File: src/rtl/alu_cmd_seq.sv
// Command sequencer: buffers ALU commands in a FIFO, presents the head to an external
// combinational ALU and registers its result. Optional sticky overflow: ALU_CMD_SEQ_STICKY_EN.
module alu_cmd_seq #(
    parameter int WIDTH = 16,
    parameter int DEPTH = 4
) (
    input  logic                       clk,
    input  logic                       rst_n,
    input  logic                       in_valid,
    output logic                       in_ready,
    input  logic [WIDTH-1:0]           in_a,
    input  logic [WIDTH-1:0]           in_b,
    input  logic [3:0]                 in_op,
    output logic [WIDTH-1:0]           alu_a,
    output logic [WIDTH-1:0]           alu_b,
    output logic [3:0]                 alu_op,
    input  logic [WIDTH-1:0]           alu_result,
    input  logic                       alu_carry,
    input  logic                       alu_overflow,
    input  logic                       alu_zero,
    output logic                       out_valid,
    input  logic                       out_ready,
    output logic [WIDTH-1:0]           out_result,
    output logic [2:0]                 out_flags,
`ifdef ALU_CMD_SEQ_STICKY_EN
    input  logic                       sticky_clr,
    output logic                       sticky_ovf,
`endif
    output logic [$clog2(DEPTH):0]     count
);

    localparam int AW = $clog2(DEPTH);
    localparam int CW = $clog2(DEPTH) + 1;
    localparam int EW = 2 * WIDTH + 4;

    typedef enum logic [1:0] {
        ST_IDLE  = 2'd0,
        ST_RUN   = 2'd1,
        ST_STALL = 2'd2
    } state_e;

    logic [EW-1:0]    mem_q [DEPTH];
    logic [AW-1:0]    wr_ptr_q, wr_ptr_d;
    logic [AW-1:0]    rd_ptr_q, rd_ptr_d;
    logic [CW-1:0]    count_q, count_d;
    logic             in_ready_q, in_ready_d;
    logic             out_valid_q, out_valid_d;
    logic [WIDTH-1:0] out_result_q, out_result_d;
    logic [2:0]       out_flags_q, out_flags_d;
    state_e           state_q, state_d;
    logic             push_s, issue_s, nonempty_s;
    logic [EW-1:0]    head_s;

    // FIFO control, head presentation and output register next-state
    always_comb begin
        nonempty_s   = (count_q != CW'(0));
        push_s       = in_valid && in_ready_q;
        issue_s      = nonempty_s && (!out_valid_q || out_ready);
        head_s       = mem_q[rd_ptr_q];
        wr_ptr_d     = wr_ptr_q;
        rd_ptr_d     = rd_ptr_q;
        count_d      = count_q;
        out_valid_d  = out_valid_q;
        out_result_d = out_result_q;
        out_flags_d  = out_flags_q;

        if (nonempty_s) begin
            {alu_a, alu_b, alu_op} = head_s;
        end else begin
            {alu_a, alu_b, alu_op} = {EW{1'b0}};
        end

        if (push_s) begin
            wr_ptr_d = wr_ptr_q + AW'(1);
        end else begin
            wr_ptr_d = wr_ptr_q;
        end

        if (issue_s) begin
            rd_ptr_d     = rd_ptr_q + AW'(1);
            out_valid_d  = 1'b1;
            out_result_d = alu_result;
            out_flags_d  = {alu_overflow, alu_carry, alu_zero};
        end else if (out_valid_q && out_ready) begin
            out_valid_d  = 1'b0;
        end else begin
            out_valid_d  = out_valid_q;
        end

        case ({push_s, issue_s})
            2'b10:   count_d = count_q + CW'(1);
            2'b01:   count_d = count_q - CW'(1);
            default: count_d = count_q;
        endcase

        // in_ready is registered but always equals "next count not full"
        in_ready_d = (count_d != CW'(DEPTH));
    end

    // Activity state: STALL means a result is held while commands wait behind it
    always_comb begin
        state_d = state_q;
        case (state_q)
            ST_IDLE: begin
                if (push_s) begin
                    state_d = ST_RUN;
                end else begin
                    state_d = ST_IDLE;
                end
            end
            ST_RUN, ST_STALL: begin
                if ((count_d == CW'(0)) && !out_valid_d) begin
                    state_d = ST_IDLE;
                end else if (out_valid_q && !out_ready && (count_d != CW'(0))) begin
                    state_d = ST_STALL;
                end else begin
                    state_d = ST_RUN;
                end
            end
            default: state_d = ST_IDLE;
        endcase
    end

    // Control and output registers
    always_ff @(posedge clk or negedge rst_n) begin
        if (!rst_n) begin
            wr_ptr_q     <= '0;
            rd_ptr_q     <= '0;
            count_q      <= '0;
            in_ready_q   <= 1'b1;
            out_valid_q  <= 1'b0;
            out_result_q <= '0;
            out_flags_q  <= 3'b000;
            state_q      <= ST_IDLE;
        end else begin
            wr_ptr_q     <= wr_ptr_d;
            rd_ptr_q     <= rd_ptr_d;
            count_q      <= count_d;
            in_ready_q   <= in_ready_d;
            out_valid_q  <= out_valid_d;
            out_result_q <= out_result_d;
            out_flags_q  <= out_flags_d;
            state_q      <= state_d;
        end
    end

    // Command storage, written at the tail on accept
    always_ff @(posedge clk or negedge rst_n) begin
        if (!rst_n) begin
            for (int i = 0; i < DEPTH; i++) begin
                mem_q[i] <= '0;
            end
        end else if (push_s) begin
            mem_q[wr_ptr_q] <= {in_a, in_b, in_op};
        end
    end

`ifdef ALU_CMD_SEQ_STICKY_EN
    logic sticky_q, sticky_d;

    // Sticky overflow: an overflowing issue wins over a same-edge clear
    always_comb begin
        sticky_d = sticky_q;
        if (issue_s && alu_overflow) begin
            sticky_d = 1'b1;
        end else if (sticky_clr) begin
            sticky_d = 1'b0;
        end else begin
            sticky_d = sticky_q;
        end
    end

    // Sticky overflow register
    always_ff @(posedge clk or negedge rst_n) begin
        if (!rst_n) begin
            sticky_q <= 1'b0;
        end else begin
            sticky_q <= sticky_d;
        end
    end

    assign sticky_ovf = sticky_q;
`endif

    assign in_ready   = in_ready_q;
    assign out_valid  = out_valid_q;
    assign out_result = out_result_q;
    assign out_flags  = out_flags_q;
    assign count      = count_q;

endmodule

File: config.mk
export PLATFORM = sky130hd
export DESIGN_NAME = alu_cmd_seq
export DESIGN_NICKNAME = d
export VERILOG_FILES = /design/src/rtl/alu_cmd_seq.sv
export SDC_FILE = /design/constraint.sdc
export NUM_CORES = 1
export LEC_CHECK = 0
export ABC_CLOCK_PERIOD_IN_PS = 2900
export CORE_MARGIN = 10
export CORE_UTILIZATION = 54
export DETAILED_ROUTE_END_ITERATION = 12
export GPL_ROUTABILITY_DRIVEN = 0
export GPL_TIMING_DRIVEN = 0
export MAX_ROUTING_LAYER = met4
export PLACE_DENSITY = 0.77
export SYNTH_ARGS = -nofsm -noshare
export SYNTH_HDL_FRONTEND = slang
export SYNTH_SLANG_ARGS = --single-unit
File: constraint.sdc
create_clock -name clk -period 2.9 [get_ports clk]
set_clock_uncertainty 0.2 [all_clocks]
set_input_delay 0.29 -clock clk [delete_from_list [all_inputs] [get_ports clk]]
set_output_delay 0.29 -clock clk [all_outputs]
set_load 0.02 [all_outputs]
==> run summary, run 1 <==
status - finished, final reports clean
number of max-cap violations - 0
Post-Syn Area - 7604 sq um
full die area - 19,230 sq um
Avg WL per Cell - 20.47 um
worst-path cell chain - clkbuf_4, buf_4, mux4_2, nor2b_1, clkdlybuf4s50_1
total gr overflow - 0
WL final - 16,300 um
worst skew pair latency - 0.41 ns
antenna-violating nets left - 0
Int Power - 0.008283 W
Hold Path Class - primary input to flip-flop
post-route clock period utilization - 95.74%
dpl ws - -0.3399 ns
sequential fraction of design power - 33.8%
vias per cell - 5.516
Slew @ Worst Pin - 0.6604 ns
CTS buffer count - 17
Final Cell Area - 9602 sq um
worst-path fanout max - 10
Mapped Nets - 532
CTS Buffer Depth - 2
startpoint types - flip-flop
Slew headroom - 55.97%
max incr delay on CP - 0.64 ns
CTS root buf - clkbuf_16
area grow syn2layout - 26.28%
drt pass-1 iters - 4
clock network power share - 17.4%
commonest non-fill, non-tap cells in the layout - 171 x dfrtp_1, 160 x mux2_2, 98 x clkdlybuf4s50_1, 37 x nor2b_1, 36 x mux4_2
Worst EP arrival - 2.29 ns
HPWL after DPL - 11,130 um
Final nets - 670
Avg Synthesized Cell Area - 16.28 sq um
Crit path max-delay family - buffers and inverters
most common cell after layout, fill and taps aside - dfrtp_1
DR vias - 4,391
Yosys warnings - 0
RSZ-0062 raised after global routing - false
Critical Path RT - 2.41 ns
H-tree depth - 4
Hold Vio Cnt, Final - 0
largest net degree at the start of global routing - 128
setup_tns - 0 ns
clock sinks - 172
Total GRT Usage - 18.03%
post-CTS setup buffers - 0
Final Slew Violations - 0
crit path time final - 2.777 ns
Synth cell types - 24
Slowest-stage cell, CP - clkdlybuf4s50_1
Final Worst Setup Slack - 0.1235 ns
sequential share of the synthesized area - 56.62%
Cell Pwr Density - 1294 nW/um^2
initial antenna violation count - 0
final setup violation count - 0
Cells after Synth - 467
I/O pins - 119
Finished Core Util - 69.44%
Net Sw Power - 0.004144 W
Worst Path Buf+Inv - 3
Combinational Power Share - 48.7%
crit path kind - flip-flop to output pin
VDD IR max - 0.6150 mV
# diodes - 0
clock slew at reported path FFs - 0.06 ns
FP Rows - 43
first-pass GRT wire length - 27,050 um
core area - 13,830 sq um
detailed-route DRC error count - 0
leakage - 4.091 nW
CTS tree - built
switching share of power - 33.35%
Critical Path Sink Type - output pin
Die Width - 138.7 um
DP Area - 9032 sq um
fmax - 360.2 MHz
Yosys reg bits - 172
layout cells sized above 1 - 41.88%
number of global-route vias before repair - 5,066
port bufs - 117
Initial Utilization - 54.99%
Die H - 138.7 um
initial DRC count - 247
## power groups by stage
stage	sequential, W	combinational [W]	clock (W)
6_report	0.00420	0.00606	0.00217
5_1_grt	0.00436	0.00651	0.00234
4_1_cts	0.00420	0.00617	0.00222
3_5_place_dp	0.00424	0.00631	0
3_3_place_gp	0.00415	0.00617	0
2_1_floorplan	0.00423	0.00393	0
## cell type report
type / count / area (sq um)
sequential: 172 / 4305
multi-input combinational: 262 / 3122
clock inverter: 8 / 93.84
buffer: 28 / 181.4
clock buffer: 22 / 464.2
timing repair buffer: 119 / 1191
inverter: 5 / 18.77
tap: 180 / 225.2
fill: 948 / 4225
## metal layers
| metal | global-route usage, % | vias up | part of all wire [%] |
|---|---|---|---|
| li1 | - | 1972 | - |
| met1 | 22.31 | 2321 | 45 |
| met2 | 28.92 | 93 | 50 |
| met3 | 5.274 | 5 | 4.3 |
| met4 | 4.009 | 0 | 0.63 |
| met5 | - | - | 0 |
## cell usage after synthesis (all sizes together)
cell type    n  area (sq um)
dfrtp      171          4279
mux2       164          1847
nor2b       37         231.5
mux4        36         810.8
buf         25         146.4
ha           5         62.56
inv          5         18.77
nand3        4         40.04
clkbuf       3         11.26
nand2        3         11.26
xor2         3         26.28
xnor2        2         17.52
a211o        1         8.760
and3b        1         8.760
dfstp        1         26.28
fa           1         20.02
mux2i        1         10.01
nand2b       1         6.260
nor3         1         10.01
o21ai        1         5.000
or3          1         6.260
## worst paths after layout
path | to | start | slack, ns | cells past startpoint
min | wr_ptr_q[0]$_DFFE_PN0P_ | in_valid | 0.07 | 3
max | alu_op[1] | rd_ptr_q[1]$_DFFE_PN0P_ | 0.12 | 5
min reg2reg | out_result[5]$_DFFE_PN0P_ | out_result[5]$_DFFE_PN0P_ | 0.30 | 1
max in group asynchronous | out_flags[2]$_DFFE_PN0P_ | rst_n | 1.40 | 3
max reg2reg | in_ready$_DFF_PN1_ | out_valid$_DFFE_PN0P_ | 0.18 | 9
min in group asynchronous | mem_q[124]$_DFFE_PN0P_ | rst_n | 0.16 | 2
## sequential cells by signal, summed over array words and instances (netlist names)
signal      count
mem_q         144
out_result     16
count           3
out_flags       3
rd_ptr_q        2
wr_ptr_q        2
in_ready        1
out_valid       1
## what timing repair did
item / in CTS / in global routing
setup endpoints to repair: 29 / 10
hold endpoints to repair: 45 / 0
resized for setup: 24 / 7
hold buffers: 1 / 0
## cell families after synthesis
logic type | count (synthesis) | synth area share, %
simple gates | 48 | 4.130
compound gates | 2 | 0.1810
buf+inv | 33 | 2.320
xor+xnor | 5 | 0.5760
mux | 201 | 35.08
fa+ha+maj | 6 | 1.086
flops | 172 | 56.62
## per-stage QoR
stage | hold WS, ns | instances | total power, W
after floorplan | -0.2056 | 467 | 0.008167
after global placement | 0.2688 | 764 | 0.01031
after detailed placement | 0.008298 | 765 | 0.01054
after CTS | 0.06191 | 796 | 0.01259
after global routing | 0.08016 | 796 | 0.01320
final | 0.07389 | 796 | 0.01243
## worst reg2reg max path, delay by kind of cell (launching register included)
kind / cells / cell delay (ns)
compound gates: 1 / 0.31
xor+xnor: 1 / 0.17
fa+ha+maj: 2 / 0.60
buf+inv: 2 / 0.30
flops: 1 / 0.40
simple gates: 3 / 0.68
Power figures use the tool's default switching activity.
==> run 2, diff against run 1 <==
Settings changed: SETUP_SLACK_MARGIN from default to 0.5.
==> run 2 against run 1 <==
Effect of this change: cell area up 4.2%; critical endpoint is now alu_a[4]; fmax rose by 13%; critical path depth did not move; sequential share of layout area decreased by 1.8 points; non-clock buffer count rose by 12; clock power about the same; sequential cell count did not move; via count up 1.7%.
==> run summary, run 2 (synthesis results as in run 1) <==
CTS buffer count - 17
number of global-route vias before repair - 5,097
total gr overflow - 0
post-route clock period utilization - 85.01%
core area - 13,830 sq um
Initial Utilization - 54.99%
layout cells sized above 1 - 53.81%
clock sinks - 172
HPWL after DPL - 11,250 um
leakage - 4.336 nW
startpoint types - flip-flop
Avg WL per Cell - 20.95 um
max reg flops - 144
I/O pins - 119
worst skew pair latency - 0.42 ns
vias per cell - 5.508
setup_tns - 0 ns
crit path time final - 2.465 ns
RSZ-0062 raised after global routing - true
initial antenna violation count - 1
H-tree depth - 4
Worst EP arrival - 1.98 ns
Die Width - 138.7 um
area grow syn2layout - 31.56%
Hold Vio Cnt, Final - 0
Non-Filler Instances - 811
Hold Path Class - primary input to flip-flop
final setup violation count - 0
fmax - 405.6 MHz
Die H - 138.7 um
CTS root buf - clkbuf_16
antenna-violating nets left - 0
full die area - 19,230 sq um
Critical Path RT - 2.41 ns
Critical Path Sink Type - output pin
status - finished, final reports clean
CTS Buffer Depth - 2
most common cell after layout, fill and taps aside - dfrtp_1
worst-path fanout max - 7
initial DRC count - 225
Slew @ Worst Pin - 0.5801 ns
port bufs - 117
number of max-cap violations - 0
Final nets - 682
first-pass GRT wire length - 27,490 um
VDD IR max - 0.7554 mV
Total Power - 0.01333 W
commonest non-fill, non-tap cells in the layout - 167 x dfrtp_1, 160 x mux2_2, 80 x clkdlybuf4s50_1, 36 x mux4_2, 27 x buf_2
clock slew at reported path FFs - 0.06 ns
WL final - 16,990 um
Total GRT Usage - 18.41%
Slew headroom - 61.33%
DR vias - 4,467
drt pass-1 iters - 4
Reg with most FFs - mem_q
Cell Pwr Density - 1333 nW/um^2
Final Slew Violations - 0
crit path kind - flip-flop to output pin
detailed-route DRC error count - 0
FP Rows - 43
largest net degree at the start of global routing - 118
Filler Cells Inserted - 929
CTS tree - built
cell total after placement - 765
[run 2: per-stage QoR]
step | utilization, % | worst slack [ns] | cell area [sq um] | hold WS (ns)
floorplan | - | 0.5265 | 7635 | -0.2056
global placement | 65.32 | -6.008 | 9031 | 0.2681
detailed placement | 65.55 | 0.03185 | 9064 | 0.03987
CTS | 71.04 | 0.4015 | 9823 | 0.1342
global route | 72.35 | 0.3710 | 10000 | 0.1380
finish | 72.35 | 0.4348 | 10000 | 0.1419
[run 2: layout make-up]
type | instances | area, sq um | share of cell area, %
Antenna cell | 1 | 2.502 | 0.02502
Buffer | 28 | 241.5 | 2.414
Clock buffer | 24 | 491.7 | 4.916
Clock inverter | 8 | 65.06 | 0.6504
Inverter | 5 | 18.77 | 0.1876
Multi-Input combinational cell | 262 | 3316 | 33.15
Sequential cell | 172 | 4310 | 43.09
Tap cell | 180 | 225.2 | 2.251
Timing Repair Buffer | 131 | 1333 | 13.32
[run 2: what timing repair did]
action,CTS,global route
buffers inserted,8,1
gates resized for setup,206,50
hold buffers,1,0
pin swaps,1,1
cloned,2,1
setup endpoints to repair,37,36
hold endpoints to repair,55,0
[run 2: worst paths after layout]
path	cells past startpoint	from	to	slack (ns)
hold / removal	3	in_valid	wr_ptr_q[0]$_DFFE_PN0P_	0.14
max in group asynchronous	3	rst_n	count[0]$_DFF_PN0_	1.38
hold reg to reg	1	out_result[6]$_DFFE_PN0P_	out_result[6]$_DFFE_PN0P_	0.29
setup reg to reg	9	out_valid$_DFFE_PN0P_	in_ready$_DFF_PN1_	0.57
min in group asynchronous	2	rst_n	mem_q[57]$_DFFE_PN0P_	0.18
setup / recovery	5	rd_ptr_q[0]$_DFFE_PN0P_	alu_a[4]	0.43
[run 2: critical path, cell delays in order, from the launching register on]
cell and delay [ns]:
dfrtp_2 0.44, buf_12 0.17, clkbuf_16 0.16, mux4_2 0.49
nor2b_1 0.14, buf_2 0.16
[run 2: power breakdown]
| group | leakage, nW | switching (W) | internal [W] | total (W) |
|---|---|---|---|---|
| registers | 2.03 | 0.000611 | 0.00363 | 0.00424 |
| logic | 2.03 | 0.00294 | 0.00401 | 0.00695 |
| clock network | 0.283 | 0.000885 | 0.00126 | 0.00215 |
[run 2: metal layers]
metal	wire (um)	vias to the layer above	track usage, %
li1	-	2002	-
met1	7460	2350	22.00
met2	8514	103	29.42
met3	885	12	6.370
met4	131	0	4.668
met5	0	-	-
